File: src/rtl/fifo_wr_arbiter_pkg.sv
// fifo_arb_pkg: shared definitions for the FIFO write-port arbiter.
//   arb_state_t  - arbiter FSM states (IDLE, WRITE, RELEASE)
//   NUM_REQ_DEF  - default number of requesters
//   DW_DEF       - default data width per requester / FIFO word
//   gid_w()      - width of the grant index for a given requester count
package fifo_arb_pkg;

    localparam int unsigned NUM_REQ_DEF = 2;
    localparam int unsigned DW_DEF      = 4;

    typedef enum logic [1:0] {
        IDLE,
        WRITE,
        RELEASE
    } arb_state_t;

    // A single requester still needs a 1-bit index.
    function automatic int unsigned gid_w(input int unsigned n);
        return (n < 2) ? 1 : $clog2(n);
    endfunction

endpackage

File: src/rtl/fifo_wr_arbiter_if.sv
// fifo_wr_arbiter_if: requester bundle plus FIFO write port.
//   req      - per-requester request level
//   data     - packed requester data, requester i at [i*DW +: DW]
//   wfull    - FIFO full flag (write domain)
//   winc     - FIFO write strobe
//   wdata    - FIFO write data
//   ack      - one-hot acknowledge to the winner
//   grant_id - index of last/current winner
// Modports: master = arbiter side, slave = requesters/FIFO side.
interface fifo_wr_arbiter_if
    import fifo_arb_pkg::*;
#(
    parameter int unsigned NUM_REQ = NUM_REQ_DEF,
    parameter int unsigned DW      = DW_DEF
);
    localparam int unsigned GW = gid_w(NUM_REQ);

    logic [NUM_REQ-1:0]    req;
    logic [NUM_REQ*DW-1:0] data;
    logic                  wfull;
    logic                  winc;
    logic [DW-1:0]         wdata;
    logic [NUM_REQ-1:0]    ack;
    logic [GW-1:0]         grant_id;

    modport master (
        input  req, data, wfull,
        output winc, wdata, ack, grant_id
    );

    modport slave (
        output req, data, wfull,
        input  winc, wdata, ack, grant_id
    );

endinterface

File: src/rtl/fifo_wr_arbiter_rr_pick.sv
// rr_pick: combinational winner picker.
//   i_req     - request vector
//   i_ptr     - round-robin search start
//   o_any     - at least one request present
//   o_onehot  - one-hot winner
//   o_idx     - winner index
//   o_ptr_nxt - pointer value to load if this winner is granted
// Macro ARB_FIXED_PRIO_EN: lowest index always wins and the pointer is frozen.
module rr_pick
    import fifo_arb_pkg::*;
#(
    parameter int unsigned NUM_REQ = NUM_REQ_DEF,
    parameter int unsigned GW      = gid_w(NUM_REQ)
) (
    input  logic [NUM_REQ-1:0] i_req,
    input  logic [GW-1:0]      i_ptr,
    output logic               o_any,
    output logic [NUM_REQ-1:0] o_onehot,
    output logic [GW-1:0]      o_idx,
    output logic [GW-1:0]      o_ptr_nxt
);

    logic [GW-1:0] w_base;
    logic          w_hi_found;
    logic          w_lo_found;
    logic [GW-1:0] w_hi_idx;
    logic [GW-1:0] w_lo_idx;

`ifdef ARB_FIXED_PRIO_EN
    assign w_base    = '0;
    assign o_ptr_nxt = i_ptr;
`else
    assign w_base    = i_ptr;
    assign o_ptr_nxt = (o_idx == GW'(NUM_REQ - 1)) ? '0 : o_idx + GW'(1);
`endif

    // Wrap-around search split in two linear scans: first hit at or above
    // the base wins; otherwise the first hit from index 0.
    always_comb begin
        w_hi_found = 1'b0;
        w_lo_found = 1'b0;
        w_hi_idx   = '0;
        w_lo_idx   = '0;
        for (int unsigned j = 0; j < NUM_REQ; j++) begin
            if (i_req[j] && !w_hi_found && (GW'(j) >= w_base)) begin
                w_hi_found = 1'b1;
                w_hi_idx   = GW'(j);
            end
            if (i_req[j] && !w_lo_found) begin
                w_lo_found = 1'b1;
                w_lo_idx   = GW'(j);
            end
        end
    end

    assign o_any = |i_req;
    assign o_idx = w_hi_found ? w_hi_idx : w_lo_idx;

    always_comb begin
        o_onehot = '0;
        for (int unsigned j = 0; j < NUM_REQ; j++) begin
            o_onehot[j] = o_any && (o_idx == GW'(j));
        end
    end

endmodule

File: src/rtl/fifo_wr_arbiter.sv
// fifo_wr_arbiter: shares the single FIFO write port among NUM_REQ requesters.
// One winner per arbitration, one write strobe and one-cycle ack, then wait
// for the winner to drop req before arbitrating again.
//   clk_1 - write-domain clock
//   reset - asynchronous active-low reset
//   bus   - fifo_wr_arbiter_if.master (req/data/wfull in, winc/wdata/ack/grant_id out)
// All outputs are registered.
// Macro ARB_FIXED_PRIO_EN (inside rr_pick): fixed lowest-index priority.
module fifo_wr_arbiter
    import fifo_arb_pkg::*;
#(
    parameter int unsigned NUM_REQ = NUM_REQ_DEF,
    parameter int unsigned DW      = DW_DEF
) (
    input  logic              clk_1,
    input  logic              reset,
    fifo_wr_arbiter_if.master bus
);

    localparam int unsigned GW = gid_w(NUM_REQ);

    arb_state_t         r_state;
    logic               r_winc;
    logic [DW-1:0]      r_wdata;
    logic [NUM_REQ-1:0] r_ack;
    logic [GW-1:0]      r_gid;
    logic [GW-1:0]      r_ptr;

    arb_state_t         w_state_nxt;
    logic               w_winc_nxt;
    logic [DW-1:0]      w_wdata_nxt;
    logic [NUM_REQ-1:0] w_ack_nxt;
    logic [GW-1:0]      w_gid_nxt;
    logic [GW-1:0]      w_ptr_nxt;

    logic               w_any;
    logic [NUM_REQ-1:0] w_onehot;
    logic [GW-1:0]      w_idx;
    logic [GW-1:0]      w_ptr_adv;
    logic [DW-1:0]      w_sel_data;

    rr_pick #(
        .NUM_REQ (NUM_REQ),
        .GW      (GW)
    ) u_pick (
        .i_req     (bus.req),
        .i_ptr     (r_ptr),
        .o_any     (w_any),
        .o_onehot  (w_onehot),
        .o_idx     (w_idx),
        .o_ptr_nxt (w_ptr_adv)
    );

    always_comb begin
        w_sel_data = '0;
        for (int unsigned j = 0; j < NUM_REQ; j++) begin
            if (w_onehot[j]) begin
                w_sel_data = bus.data[j*DW +: DW];
            end
        end
    end

    // wdata/grant_id hold their last value; only winc qualifies wdata.
    always_comb begin
        w_state_nxt = r_state;
        w_winc_nxt  = 1'b0;
        w_ack_nxt   = '0;
        w_wdata_nxt = r_wdata;
        w_gid_nxt   = r_gid;
        w_ptr_nxt   = r_ptr;
        case (r_state)
            IDLE: begin
                if (w_any && !bus.wfull) begin
                    w_state_nxt = WRITE;
                    w_winc_nxt  = 1'b1;
                    w_ack_nxt   = w_onehot;
                    w_wdata_nxt = w_sel_data;
                    w_gid_nxt   = w_idx;
                    w_ptr_nxt   = w_ptr_adv;
                end
            end
            WRITE: begin
                w_state_nxt = RELEASE;
            end
            RELEASE: begin
                if (!bus.req[r_gid]) begin
                    w_state_nxt = IDLE;
                end
            end
            default: begin
                w_state_nxt = IDLE;
            end
        endcase
    end

    always_ff @(posedge clk_1 or negedge reset) begin
        if (!reset) begin
            r_state <= IDLE;
            r_winc  <= 1'b0;
            r_wdata <= '0;
            r_ack   <= '0;
            r_gid   <= '0;
            r_ptr   <= '0;
        end else begin
            r_state <= w_state_nxt;
            r_winc  <= w_winc_nxt;
            r_wdata <= w_wdata_nxt;
            r_ack   <= w_ack_nxt;
            r_gid   <= w_gid_nxt;
            r_ptr   <= w_ptr_nxt;
        end
    end

    assign bus.winc     = r_winc;
    assign bus.wdata    = r_wdata;
    assign bus.ack      = r_ack;
    assign bus.grant_id = r_gid;

endmodule
File: src/flat_wrapper.sv
// flat-port wrapper written by rule: the top's interface ports become plain ports
module fifo_wr_arbiter_flat import fifo_arb_pkg::*;
#(
    parameter int unsigned NUM_REQ = NUM_REQ_DEF,
    parameter int unsigned DW      = DW_DEF
)
  (clk_1, reset, bus_req, bus_data, bus_wfull, bus_winc, bus_wdata, bus_ack, bus_grant_id);
  fifo_wr_arbiter_if #(.NUM_REQ(NUM_REQ), .DW(DW)) bus_i ();
  input  logic clk_1;
  input  logic reset;
  input wire logic [$bits(bus_i.req)-1:0] bus_req;
  input wire logic [$bits(bus_i.data)-1:0] bus_data;
  input wire logic [$bits(bus_i.wfull)-1:0] bus_wfull;
  output wire logic [$bits(bus_i.winc)-1:0] bus_winc;
  output wire logic [$bits(bus_i.wdata)-1:0] bus_wdata;
  output wire logic [$bits(bus_i.ack)-1:0] bus_ack;
  output wire logic [$bits(bus_i.grant_id)-1:0] bus_grant_id;
  assign bus_i.req = bus_req;
  assign bus_i.data = bus_data;
  assign bus_i.wfull = bus_wfull;
  assign bus_winc = bus_i.winc;
  assign bus_wdata = bus_i.wdata;
  assign bus_ack = bus_i.ack;
  assign bus_grant_id = bus_i.grant_id;
  fifo_wr_arbiter #(.NUM_REQ(NUM_REQ), .DW(DW)) u_core (.clk_1(clk_1), .reset(reset), .bus(bus_i));
endmodule
File: config.mk
export PLATFORM = sky130hd
export DESIGN_NAME = fifo_wr_arbiter_flat
export DESIGN_NICKNAME = d
export VERILOG_FILES = /design/src/rtl/fifo_wr_arbiter_pkg.sv /design/src/rtl/fifo_wr_arbiter_if.sv /design/src/rtl/fifo_wr_arbiter_rr_pick.sv /design/src/rtl/fifo_wr_arbiter.sv /design/src/flat_wrapper.sv
export SDC_FILE = /design/constraint.sdc
export NUM_CORES = 1
export LEC_CHECK = 0
export BUFFER_PORTS_ARGS = -buffer_cell sky130_fd_sc_hd__buf_2
export CAP_MARGIN = 20
export CORE_AREA = 2 2 39 41
export CTS_CLUSTER_DIAMETER = 150
export DETAILED_ROUTE_END_ITERATION = 10
export DIE_AREA = 0 0 41 43
export GPL_ROUTABILITY_DRIVEN = 0
export PLACE_DENSITY = 0.59
export SETUP_SLACK_MARGIN = 0.1
export SLEW_MARGIN = 20
export SYNTH_ARGS = -nofsm -noshare
export SYNTH_HDL_FRONTEND = slang
export SYNTH_SLANG_ARGS = --single-unit
File: constraint.sdc
create_clock -name clk_1 -period 2.7 [get_ports clk_1]
set_clock_uncertainty 0.1 [all_clocks]
set_input_delay 0.54 -clock clk_1 [delete_from_list [all_inputs] [get_ports clk_1]]
set_output_delay 0.54 -clock clk_1 [all_outputs]
set_load 0.03 [all_outputs]
# --- Yosys cells after proc, flatten, opt, wreduce, memory -nomap -nowiden ---
# Index checks and enable logic that the tools add are counted.
classes:
  bitwise: 1
  n_lt_le_gt_ge: 3
  eq_ne: 4
  n_reduce_logical: 14
  add_sub_neg: 1
  n_mux: 18
ops:
  columns: ["operator", "n"]
  rows:
  - ["1-bit 2-to-1 mux", 11]
  - ["2-bit 2-to-1 mux", 4]
  - ["4-bit 2-to-1 mux", 2]
  - ["1-bit logical AND", 7]
  - ["2-bit case mux with 3 select lines", 1]
  - ["2-bit AND reduction", 2]
  - ["1-bit zero test", 3]
  - ["2-bit by 1-bit == test with 1-bit output, second input constant", 1]
  - ["2-bit == test, second input constant", 1]
  - ["1-bit greater-or-equal comparator, first input constant", 2]
  - ["2-bit zero test", 1]
  - ["1-bit by 2-bit < comparator with 1-bit output, second input constant", 1]
  - ["2-bit by 1-bit != test with 1-bit output, second input constant", 1]
  - ["2-bit != test, second input constant", 1]
  - ["2-bit OR reduction", 1]
  - ["1-bit adder, second input constant", 1]
  - ["1-bit inverter", 1]
word_totals:
  elab_cells: 47
  register_bits: 11
  output_inout_bits: 8
  input_bits: 13

# --- Logic depth before layout (Yosys ltp) ---
# Gate-level depths: netlist (run 1).
logic_depth:
  depth_word: 12
  depth_mapped: 4
  ltp_nobuf: 3

# --- Hierarchy ---
# From an unflattened synthesis (run 1), not the netlist that was laid out.
unflattened:
  cells_unflattened: 41
  area_unflattened_um2: 504.2
modules_own_cells:
  columns: ["module", "area_each_um2", "cells_each", "n_inst"]
  rows:
  - ["fifo_wr_arbiter", 469.2, 35, 1]
  - ["rr_pick", 35.0, 6, 1]

# --- Least setup slack after synthesis (run 1) ---
# No wires, ideal clock.
synth_path:
  path_type: "input-to-reg"
  start: "in bus_wfull"
  end: "reg u_core.r_wdata[0], in the netlist u_core.bus.wdata[0]"
  arrival_ps: 1245
  stages: 3
  setup_ps: 126
  path_slack_ps: 1229
  n_path_buf: 0
  path_cell_list: "nor3_4 > o21ai_2 > a221o_1"
synth_between:
  elab_chain_cells: 3
synth_rtl:
  columns: ["item", "line", "text"]
  rows:
  - ["start: declaration", "flat_wrapper.sv:13", "input wire logic [$bits(bus_i.wfull)-1:0] bus_wfull;"]
  - ["1-bit zero test", "fifo_wr_arbiter.sv:73", "if (w_any && !bus.wfull) begin"]
  - ["1-bit logical AND", "fifo_wr_arbiter.sv:73", null]
  - ["2-bit AND reduction (no line)", null, null]
  - ["end signal: assignment", "fifo_wr_arbiter.sv:107", "r_wdata <= w_wdata_nxt;"]
  - ["end: declaration", "fifo_wr_arbiter.sv:24", "logic [DW-1:0] r_wdata;"]
# Every way passes these cells.
# A chain may end at the register's enable or synchronous reset.

# --- Worst setup path after layout (run 1) ---
layout_path:
  start: "reg u_core.r_gid, in the netlist u_core.bus.grant_id"
  end: "out bus_grant_id"
layout_lines:
  columns: ["item", "line", "text"]
  rows:
  - ["start: declaration", "fifo_wr_arbiter.sv:26", "logic [GW-1:0] r_gid;"]
  - ["start signal: assignment", "fifo_wr_arbiter.sv:109", "r_gid <= w_gid_nxt;"]
  - ["end: declaration", "flat_wrapper.sv:17", "output wire logic [$bits(bus_i.grant_id)-1:0] bus_grant_id;"]
# No word-level cell between the ends.

==> results of run 1 <==
==> area by class of cell <==
type / count / area (um2)
clock buffers: 4 / 26.3
fillers: 138 / 786
inverters: 3 / 11.3
multi-input cells: 19 / 165
flip-flops and latches: 11 / 275
well taps: 16 / 20.0
repair buffers: 20 / 100
==> routing by layer <==
layer  vias up  GRT usage [%]  part of all wire (%)
met5         -              0                     0
met4         0           8.00                     0
met3         0           4.71                   6.5
met2        12           19.4                    52
met1       158           14.0                    42
li1        176              -                     -
==> cell usage after synthesis <==
library cell	n	area (um2)
o21ai_2	1	8.76
nand2b_1	2	12.5
o21ai_0	1	5.00
a21o_2	1	8.76
inv_1	3	11.3
nor3_4	1	16.3
nand2_1	1	3.75
a221o_1	4	40.0
a21o_1	1	7.51
and3_2	1	7.51
dfrtp_1	11	275
and4_2	4	40.0
and3_1	1	6.26
o2111ai_1	1	8.76
buf_6	1	11.3
==> registers in the layout, indices dropped and copies added, names as in the netlist <==
register / count
u_core.bus.wdata: 4
u_core.bus.ack: 2
u_core.r_state: 2
u_core.bus.grant_id: 1
u_core.bus.winc: 1
u_core.r_ptr: 1
==> stage by stage <==
stage | power (W) | setup slack, ns | cells | hold WS [ns] | util (%)
floorplan | 0.000443 | 1.23 | 34 | 0.144 | -
global placement | 0.000514 | 1.03 | 69 | 0.317 | 41.3
detailed placement | 0.000519 | 0.974 | 69 | 0.320 | 41.3
CTS | 0.000631 | 1.19 | 73 | 0.0285 | 43.2
global route | 0.000672 | 1.14 | 73 | 0.0284 | 43.2
finish | 0.000621 | 1.20 | 73 | 0.0300 | 43.2
==> logic make-up after synthesis <==
kind of cell           synth area share [%]
AO/OA/AOI/OAI                          17.0
flip-flops                             59.5
buffers and inverters                  4.86
AND/OR/NAND/NOR                        18.7
==> power breakdown <==
group / switching [W] / leakage [nW] / total [W] / internal [W]
combinational: 0.000154 / 0.170 / 0.000246 / 0.0000923
clock: 0.0000523 / 0.0150 / 0.000109 / 0.0000571
sequential: 0.0000405 / 0.140 / 0.000266 / 0.000226
total: 0.000247 / 0.326 / 0.000621 / 0.000375
==> worst max path at each step <==
stage	cells past startpoint	end	slack (ns)	startpoint
after floorplan	3	u_core.bus.wdata[0]$_DFFE_PN0P_	1.23	bus_wfull
after global placement	4	u_core.bus.wdata[0]$_DFFE_PN0P_	1.03	bus_wfull
after detailed placement	4	u_core.bus.wdata[3]$_DFFE_PN0P_	0.97	bus_wfull
after CTS	1	bus_grant_id	1.19	u_core.bus.grant_id$_DFFE_PN0P_
after global routing	1	bus_grant_id	1.14	u_core.bus.grant_id$_DFFE_PN0P_
final	1	bus_grant_id	1.20	u_core.bus.grant_id$_DFFE_PN0P_
==> impl_metrics.csv, run 1 <==
group,metric,value,unit
critical_path,regToRegStartpoint,"u_core.r_state[0]$_DFFE_PN0P_",
layout,fin_area,598,um2
global_route,grt_pass1_wl,1420,um
clock_network,clk_latency,0.26,ns
layout,mostFrequentLayoutCell,"buf_2",
floorplanning,die_x,41,um
layout,diodes,0,
global_route,overflow,0,
critical_path,slowest_delay,0.39,ns
critical_path,cp_max_fo,4,
pwr,power_density,1040,nW/um2
sta,period_share,55.6,%
floorplanning,die_y,43,um
clock_network,post_cts_buffers,0,
drt,via_per_inst,4.74,
drt,ant_nets,0,
critical_path,cp.arrival,0.86,ns
pwr,irDropWorstVdd,297,uV
synthesis,synth_area_per_cell,13.6,um2
floorplanning,start_util,33.5,%
placed_design,place_area,572,um2
critical_path,cpMaxStageDelayCell,"dfrtp_1",
sta,finalSetupViolCount,0,
min_path,hold_path_class,"in2async",
layout,drive_gt1_share,54.4,%
critical_path,r2r_end,"u_core.bus.wdata[3]$_DFFE_PN0P_",
clock_network,h-tree-depth,1,
synthesis,syn_area,463,um2
clock_network,clock_sinks,11,
synthesis,syn_nets,47,
synthesis,ys_seq_area_share,59.5,%
drt,drcViolationCount,0,
critical_path,crit_type,"reg2out",
clock_network,clkTransAtPathRegs,0.07,ns
layout,nets,71,
sta,grt_setup_unrepaired,"false",
critical_path,cp.required,2.06,ns
synthesis,netlist_instances,34,
critical_path,crit_chain,"buf_2",
layout,final_cell_mix,"20 x buf_2, 11 x dfrtp_1, 4 x and4_2, 4 x a221o_1",
clock_network,numCtsBuffers,3,
clock_network,cts_buffer_depth,2,
drt,vias,346,
sta,tightest_slew,0.337,ns
placed_design,io_buffer_count,20,
pwr,leakagePower,0.326,nW
sta,finalHoldViolations,0,
sta,slew_violations,0,
floorplanning,coreArea,1380,um2
global_route,grt_pass1_vias,353,
clock_network,cts_resized,0,
run_status,status,"complete, no violations",
sta,maxSlewHeadroom,77.6,%
critical_path,startpoint_type,"register",
clock_network,cts_tree,"built",
global_route,grt_max_degree,12,
drt,drt-total-wl,894,um
layout,syn_to_final_growth,29.2,%
floorplanning,io_pins,21,
synthesis,ys_types,15,
critical_path,endpoint_kind,"output pin",
floorplanning,die_area,1760,um2
synthesis,yosysWarnings,0,
critical_path,critPathTopFamily,"flip-flops",
sta,finalCriticalPeriod,1.50,ns
clock_network,cts_hold_buf,0,
floorplanning,row_count,14,
drt,drt_pass1_iterations,2,
global_route,antenna_found_initial,0,
clock_network,cts-root-buf,"clkbuf_4",
run,cap_violations,0,
global_route,globalRouteTotalUtil,12.7,%
critical_path,worst-path-buf-inv,1,
sta,max_freq,0.666,GHz
drt,initialDrtViolationCount,4,
critical_path,rrSetupSlack,1.23,ns
critical_path,worstRegToRegCells,3,
drt,wl_per_cell,12.2,um
synthesis,ys_ff_latch,11,
sta,fin_setup_tns,0,ns
Note: power is estimated with default switching activity, not from simulation.
==> run 2: changes to the inputs <==
PLACE_DENSITY = 0.62   (was 0.59)
clock period = 1.2 ns   (was 2.7 ns; I/O delays follow)
==> run 2 against run 1 <==
The run now ends with negative setup slack left. Core utilization increased by 11 points. Sequential share of layout area down 9.5 points. Global-route usage up 2.0 points. Die area is the same. Highest routed layer unchanged.
==> impl_metrics.csv, run 2 (same netlist as run 1, synthesis figures left out) <==
group,metric,value,unit
run_status,status,"finished, violations left",
run_status,failed_checks,"negative setup slack",
critical_path,cp.required,1.25,ns
floorplanning,start_util,33.5,%
sta,fin_setup_tns,-0.572,ns
pwr,leakagePower,0.394,nW
sta,finalCriticalPeriod,1.32,ns
floorplanning,row_count,14,
drt,ant_nets,0,
floorplanning,die_area,1760,um2
min_path,hold_path_class,"in2reg",
clock_network,clkTransAtPathRegs,0.07,ns
global_route,grt_max_degree,12,
critical_path,cp_max_fo,6,
drt,vias,408,
floorplanning,die_x,41,um
layout,diodes,0,
global_route,antenna_found_initial,0,
floorplanning,die_y,43,um
layout,fin_util,54.4,%
pwr,combinationalPowerShare,50.8,%
layout,mostFrequentLayoutCell,"buf_2",
sta,finalSetupViolCount,6,
clock_network,cts_buffer_depth,2,
critical_path,worstRegToRegCells,3,
drt,drcViolationCount,0,
drt,wl_per_cell,13.0,um
pwr,irDropWorstVdd,864,uV
placed_design,pre_cts_ws,-0.119,ns
sta,tightest_slew,0.253,ns
pwr,seq_power_share,34.8,%
critical_path,cp.arrival,1.36,ns
placed_design,io_buffer_count,20,
clock_network,cts_tree,"built",
critical_path,r2r_end,"u_core.bus.wdata[3]$_DFFE_PN0P_",
global_route,globalRouteTotalUtil,14.7,%
floorplanning,coreArea,1380,um2
critical_path,worstSetupStartpoint,"u_core.r_state[0]$_DFFE_PN0P_",
drt,initialDrtViolationCount,7,
global_route,overflow,0,
sta,finalHoldViolations,0,
pwr,netSwitchingFraction,36.3,%
floorplanning,io_pins,21,
pwr,p_int,0.00111,W
critical_path,endpoint_kind,"register",
placed_design,hpwl,763,um
drt,drt-total-wl,1100,um
global_route,grt_pass1_wl,1720,um
critical_path,startpoint_type,"register",
pwr,pwr-share-clk,14.4,%
layout,largest_register_ff_count,4,
critical_path,regToRegStartpoint,"u_core.r_state[0]$_DFFE_PN0P_",
layout,drive_gt1_share,62.3,%
clock_network,h-tree-depth,1,
pwr,power,0.00175,W
clock_network,numCtsBuffers,3,
global_route,grt_pass1_vias,444,
sta,period_share,110,%
sta,maxSlewHeadroom,83.1,%
layout,nets,83,
clock_network,clk_latency,0.26,ns
critical_path,rrSetupSlack,-0.12,ns
clock_network,clock_sinks,11,
run,cap_violations,0,
sta,layout_setup_ws,-0.117,ns
sta,max_freq,0.760,GHz
sta,grt_setup_unrepaired,"true",
layout,syn_to_final_growth,62.7,%
critical_path,crit_type,"reg2reg",
pwr,switchingPower,0.000635,W
drt,via_per_inst,4.80,
layout,final_cell_mix,"12 x buf_2, 11 x buf_4, 11 x dfrtp_1",
critical_path,cp-endpoint,"u_core.bus.wdata[3]$_DFFE_PN0P_",
sta,slew_violations,0,
pwr,power_density,2320,nW/um2
clock_network,cts-root-buf,"clkbuf_4",
drt,drt_pass1_iterations,2,
run 2: changes by cell type in the layout (fill, tap and decap cells not counted), sizes merged:
cell and change:
buf +11, dlygate4sd3 +1
run 2: routing by layer:
metal	GRT usage, %	part of all wire, %
met1	15.3	42
met2	26.3	55
met3	3.14	3.3
met5	0	0
met4	6.00	0
run 2: power by group through the flow:
stage / Sequential (W) / Combinational, W / Clock, W
3_5_place_dp: 0.000607 / 0.000622 / 0
3_3_place_gp: 0.000599 / 0.000613 / 0
5_1_grt: 0.000625 / 0.000955 / 0.000284
2_1_floorplan: 0.000796 / 0.000211 / 0
4_1_cts: 0.000609 / 0.000861 / 0.000258
6_report: 0.000609 / 0.000889 / 0.000251
run 2: cell type report:
class / count / area, um2
fill: 128 / 631
sequential: 11 / 275
timing repair buffer: 32 / 243
multi-input combinational: 19 / 178
clock buffer: 4 / 26.3
tap: 16 / 20.0
inverter: 3 / 11.3
run 2: through the flow:
step	instance area, um2	hold slack, ns	instances
detailed placement	617	0.0175	74
global placement	617	0.0137	74
global route	753	0.104	85
CTS	746	0.0967	84
finish	753	0.110	85
floorplan	470	-0.156	34
run 2: worst min path at each step:
stage                startpoint  slack (ns)                              end  cells past startpoint
floorplan                 reset       -0.16      u_core.bus.ack[0]$_DFF_PN0_                      0
CTS                 bus_data[5]         0.1  u_core.bus.wdata[1]$_DFFE_PN0P_                      2
global route        bus_data[6]        0.10  u_core.bus.wdata[2]$_DFFE_PN0P_                      2
global placement          reset        0.01        u_core.bus.winc$_DFF_PN0_                      1
detailed placement        reset        0.02        u_core.bus.winc$_DFF_PN0_                      1
finish              bus_data[6]        0.11  u_core.bus.wdata[2]$_DFFE_PN0P_                      2
run 2: what timing repair did:
| action | CTS | global route |
|---|---|---|
| endpoints found under the setup margin | 17 | 19 |
| buffers inserted | 5 | 1 |
| hold buffers | 1 | 0 |
| resized for setup | 18 | 1 |
| hold endpoints to repair | 11 | 0 |
| pin swaps | 1 | 0 |
run 2: worst max-delay path, cell delays in order (launching register included):
cell	delay (ns)
dfrtp_1	0.41
nor3_4	0.24
o21ai_4	0.12
a221o_1	0.34
